$ cat config.mk
export PLATFORM = sky130hd
export DESIGN_NAME = ifu_fetch
export DESIGN_NICKNAME = d
export VERILOG_FILES = /design/src/rtl/ifu_fetch.sv
export SDC_FILE = /design/constraint.sdc
export NUM_CORES = 1
export LEC_CHECK = 0
export CORE_MARGIN = 10
export CORE_UTILIZATION = 30
export CTS_BUF_LIST = sky130_fd_sc_hd__clkbuf_16
export CTS_CLUSTER_SIZE = 25
export DETAILED_ROUTE_END_ITERATION = 16
export PLACE_DENSITY = 0.69
export SLEW_MARGIN = 15
export SYNTH_ARGS = -nofsm -noshare
export SYNTH_HDL_FRONTEND = slang
export SYNTH_SLANG_ARGS = --single-unit
$ cat constraint.sdc
create_clock -name clk -period 6.35 [get_ports clk]
set_input_delay 0.9525 -clock clk [delete_from_list [all_inputs] [get_ports clk]]
set_output_delay 0.9525 -clock clk [all_outputs]
set_load 0.1 [all_outputs]
$ cat src/rtl/ifu_fetch.sv
// Instruction fetch stage: owns the PC, issues one fetch at a time over a
// valid/ready memory port and presents the fetched word to the decoder.
module ifu_fetch #(
  parameter logic [31:0] RESET_PC = 32'h8000_0000
) (
  input  logic        clk,
  input  logic        rst,
  output logic        imem_req_valid,
  input  logic        imem_req_ready,
  output logic [31:0] imem_req_addr,
  input  logic        imem_rsp_valid,
  input  logic [31:0] imem_rsp_data,
  output logic        out_valid,
  input  logic        out_ready,
  output logic [31:0] out_inst,
  output logic [31:0] out_pc,
  input  logic        redirect_valid,
  input  logic [31:0] redirect_pc
);

  localparam logic [1:0] ST_REQ  = 2'd0;
  localparam logic [1:0] ST_WAIT = 2'd1;
  localparam logic [1:0] ST_HOLD = 2'd2;

  logic [1:0]  state_q, state_d;
  logic [31:0] pc_q, pc_d;
  logic [31:0] inst_q, inst_d;
  logic        kill_q, kill_d;
  logic        req_fire_s;
  logic        out_fire_s;
  logic [31:0] redir_tgt_s;

  assign imem_req_valid = (state_q == ST_REQ) & ~rst;
  assign out_valid      = (state_q == ST_HOLD) & ~redirect_valid & ~rst;
  assign imem_req_addr  = pc_q;
  assign out_pc         = pc_q;
  assign out_inst       = inst_q;

  assign req_fire_s  = imem_req_valid & imem_req_ready;
  assign out_fire_s  = out_valid & out_ready;
  assign redir_tgt_s = {redirect_pc[31:2], 2'b00};

  // Next-state logic; kill marks an in-flight fetch whose response must be dropped
  always_comb begin
    state_d = state_q;
    pc_d    = pc_q;
    inst_d  = inst_q;
    kill_d  = kill_q;
    case (state_q)
      ST_REQ: begin
        if (req_fire_s) begin
          state_d = ST_WAIT;
          if (redirect_valid) begin
            pc_d   = redir_tgt_s;
            kill_d = 1'b1;
          end else begin
            kill_d = 1'b0;
          end
        end else if (redirect_valid) begin
          pc_d = redir_tgt_s;
        end else begin
          pc_d = pc_q;
        end
      end
      ST_WAIT: begin
        if (imem_rsp_valid) begin
          if (!kill_q && !redirect_valid) begin
            inst_d  = imem_rsp_data;
            state_d = ST_HOLD;
          end else begin
            kill_d  = 1'b0;
            state_d = ST_REQ;
            if (redirect_valid) begin
              pc_d = redir_tgt_s;
            end else begin
              pc_d = pc_q;
            end
          end
        end else if (redirect_valid) begin
          pc_d   = redir_tgt_s;
          kill_d = 1'b1;
        end else begin
          pc_d = pc_q;
        end
      end
      ST_HOLD: begin
        if (redirect_valid) begin
          pc_d    = redir_tgt_s;
          state_d = ST_REQ;
        end else if (out_fire_s) begin
          pc_d    = pc_q + 32'd4;
          state_d = ST_REQ;
        end else begin
          state_d = ST_HOLD;
        end
      end
      default: begin
        state_d = ST_REQ;
        kill_d  = 1'b0;
      end
    endcase
  end

  // State registers with synchronous reset
  always_ff @(posedge clk) begin
    if (rst) begin
      state_q <= ST_REQ;
      pc_q    <= RESET_PC;
      inst_q  <= 32'd0;
      kill_q  <= 1'b0;
    end else begin
      state_q <= state_d;
      pc_q    <= pc_d;
      inst_q  <= inst_d;
      kill_q  <= kill_d;
    end
  end

endmodule
==> impl_metrics.env <==
export IMPL_worstMarginPinSlew_ps=1030
export IMPL_drc=0
export IMPL_rsz0062_at_grt="no"
export IMPL_portBuffers=161
export IMPL_p_leak_nw=1.83
export IMPL_fin_cells=734
export IMPL_num_vias=3855
export IMPL_path_cells="clkdlybuf4s50_1 -> nor3b_2 -> buf_4 -> nand2_1 -> inv_1 -> clkdlybuf4s50_1"
export IMPL_via_per_inst=5.25
export IMPL_path_clk_slew_ps=50
export IMPL_cp_slowest_cell="clkdlybuf4s50_1"
export IMPL_grt_pass1_vias=3933
export IMPL_worstHoldPathType="reg -> reg"
export IMPL_p_per_area_nw_per_um2=250
export IMPL_status="completed"
export IMPL_grt_max_degree=64
export IMPL_clockBufferDepth=2
export IMPL_area_delta_synth_final_pct=49.2
export IMPL_fin_crit_ps=4590
export IMPL_maxCapViolations=0
export IMPL_hold_viol_final=0
export IMPL_avgSynthCellArea_um2=7.45
export IMPL_drt_pass1_iterations=5
export IMPL_core_area_um2=11500
export IMPL_place_inst=720
export IMPL_synth_distinct_cells=54
export IMPL_diodes=0
export IMPL_cts_root_buffer="clkbuf_16"
export IMPL_fmax_mhz=218
export IMPL_antenna_found_initial=0
export IMPL_clock_sinks=65
export IMPL_setup_tns_ps=0
export IMPL_overflow=0
export IMPL_place_congestion=0.866
export IMPL_slowest_delay_ps=1150
export IMPL_yosysTopAreaCell="dfxtp_1"
export IMPL_numCtsBuffers=9
export IMPL_drt_initial_drc_count=379
export IMPL_layout_nets=659
export IMPL_crit_buf_inv=4
export IMPL_crit_family="buffers and inverters"
export IMPL_cts_tree="built"
export IMPL_htree_levels=3
export IMPL_synth_edf_count=0
export IMPL_ios=168
export IMPL_fin_crit_sh_pct=72.3
export IMPL_netlist_top_cells_area="dfxtp_1, nand2_1, a21oi_1, buf_4, o21ai_0"
export IMPL_post_place_ws_ps=1810
export IMPL_setup_viol=0
export IMPL_detail_route_antenna_nets=0
export IMPL_fin_ws_ps=1760
export IMPL_die_y_um=129
export IMPL_clock_skew_ps=10.3
export IMPL_wl_per_cell_um=17.4
export IMPL_peakVddDrop_v=0.000132
export IMPL_dieArea_um2=16500
export IMPL_rows=39
export IMPL_drv_slew=0
export IMPL_routed_wl_um=12800
export IMPL_p_total_mw=1.32
export IMPL_final_core_util_pct=46.0
export IMPL_netlist_area_um2=3530
export IMPL_netlist_instances=474
export IMPL_synthArstFlopShare_pct=0
export IMPL_cp_start_kind="input port"
export IMPL_crit_type="in -> out"
export IMPL_yosys_most_used_dff="dfxtp_1"
export IMPL_die_w_um=129
export IMPL_ctsHoldBuffers=0
export IMPL_critPathMostFrequentCell="clkdlybuf4s50_1"
export IMPL_arrival_ps=3640
export IMPL_postCtsSetupBuffers=0
export IMPL_drive_above_1_share_pct=4.74
export IMPL_yosysWarnings=0
export IMPL_grt_pass1_wl_um=20800
export IMPL_synth_seq_cells=65
export IMPL_cp_required_ps=5400
export IMPL_initial_core_util_pct=30.8
export IMPL_ys_seq_area_share_pct=36.8
export IMPL_cp_max_fo=25
export IMPL_clk_latency_ps=330
export IMPL_end_kind="primary output"
export IMPL_ctsResizeCount=0
export IMPL_relSlewSlack_pct=30.9
export IMPL_dp_hpwl_um=9410
export IMPL_grt_usage_pct=15.3
export IMPL_yosys_area_top_type_share_pct=36.8
cell usage after synthesis, drive strengths merged, types with 2 or more instances:
library cell,instances
o2bb2ai,2
o41ai,4
nor2,23
mux2i,4
or4,5
and2,3
nand2b,2
a21o,2
nor4,6
nor3b,2
a21boi,2
nand4,12
a32o,2
buf,38
a22oi,3
clkbuf,27
a211oi,5
nor3,10
dfxtp,65
nand3,16
o21a,2
inv,9
o21ai,22
a31oi,11
o311a,2
o211ai,4
a311oi,2
and4,5
o31ai,5
o22a,2
or3,5
o22ai,2
nand2,103
and3,6
a21oi,51
flip-flops by register name, summed over array words and instances, names as in the netlist:
register and count:
kill_q 1, state_q 2, imem_req_addr 30, out_inst 32
worst min-delay path, delay by kind of cell (launching register included):
family          cells  cell delay [ps]
compound gates      1               50
flops               1              300
simple gates        1               50
stage by stage:
stage               hold slack (ps)  cell area, µm²
floorplan                       491            3540
global placement                441            4990
detailed placement              448            4990
CTS                             453            5270
global route                    475            5270
finish                          451            5270
cell families (layout without fill, tap and decap cells):
logic type,Yosys count,count (layout),synth area share (%)
adders and majority gates,1,1,0.354
other,1,4,0.106
muxes,5,5,1.45
and+or+nand+nor,201,201,27.7
DFF,65,65,36.8
buffers and inverters,75,189,11.7
xor gates and xnor gates,1,1,0.248
AOI/OAI and AO/OA,125,125,21.6
path summary, 6_finish.rpt:
check,from,depth (start not counted),to,slack [ps]
worst max-delay path,redirect_valid,6,out_valid,1760
worst min-delay path,out_inst[12],2,out_inst[12],450
worst max register to register,imem_req_addr[12],5,imem_req_addr[29],3980
worst min register to register,out_inst[12],2,out_inst[12],450
where the power goes:
group	internal, mW	switching, mW	total [mW]
combinational	0.105	0.285	0.391
sequential	0.426	0.0285	0.455
clock	0.296	0.176	0.471
cells in the final DEF, fill, tap and decap left out, types with 3 or more instances in the layout:
cell type        netlist  layout
buf_4                 34       4
mux2i_1                4       4
o211ai_1               4       4
inv_1                  9      10
clkbuf_16              0       9
a211oi_1               5       5
conb_1                 1       4
o21ai_0               21      21
or4_1                  4       4
nor2_1                23      22
dfxtp_1               65      65
nand2_1              102     102
o41ai_1                4       4
o31ai_1                5       5
nand4_1               12      12
clkdlybuf4s50_1        0     160
or3_1                  5       5
a22oi_1                3       3
and3_1                 6       6
nor4_1                 6       6
nand3_1               13      13
and4_1                 4       4
a31oi_1               11      11
a21oi_1               51      51
nor3_1                10      10
metal layers:
metal,global-route usage (%),wire (µm)
met1,17.9,5200
met2,23.3,5640
met3,8.50,1780
met4,4.85,143
met5,0,0
layout make-up:
type / instances / area [µm²]
clock buffer: 9 / 225
inverter: 10 / 37.5
timing repair buffer: 165 / 1640
sequential: 65 / 1300
clock inverter: 5 / 50.0
multi-input combinational: 337 / 1840
tap: 143 / 179
fill: 1147 / 6200
Power figures use the tool's default switching activity.
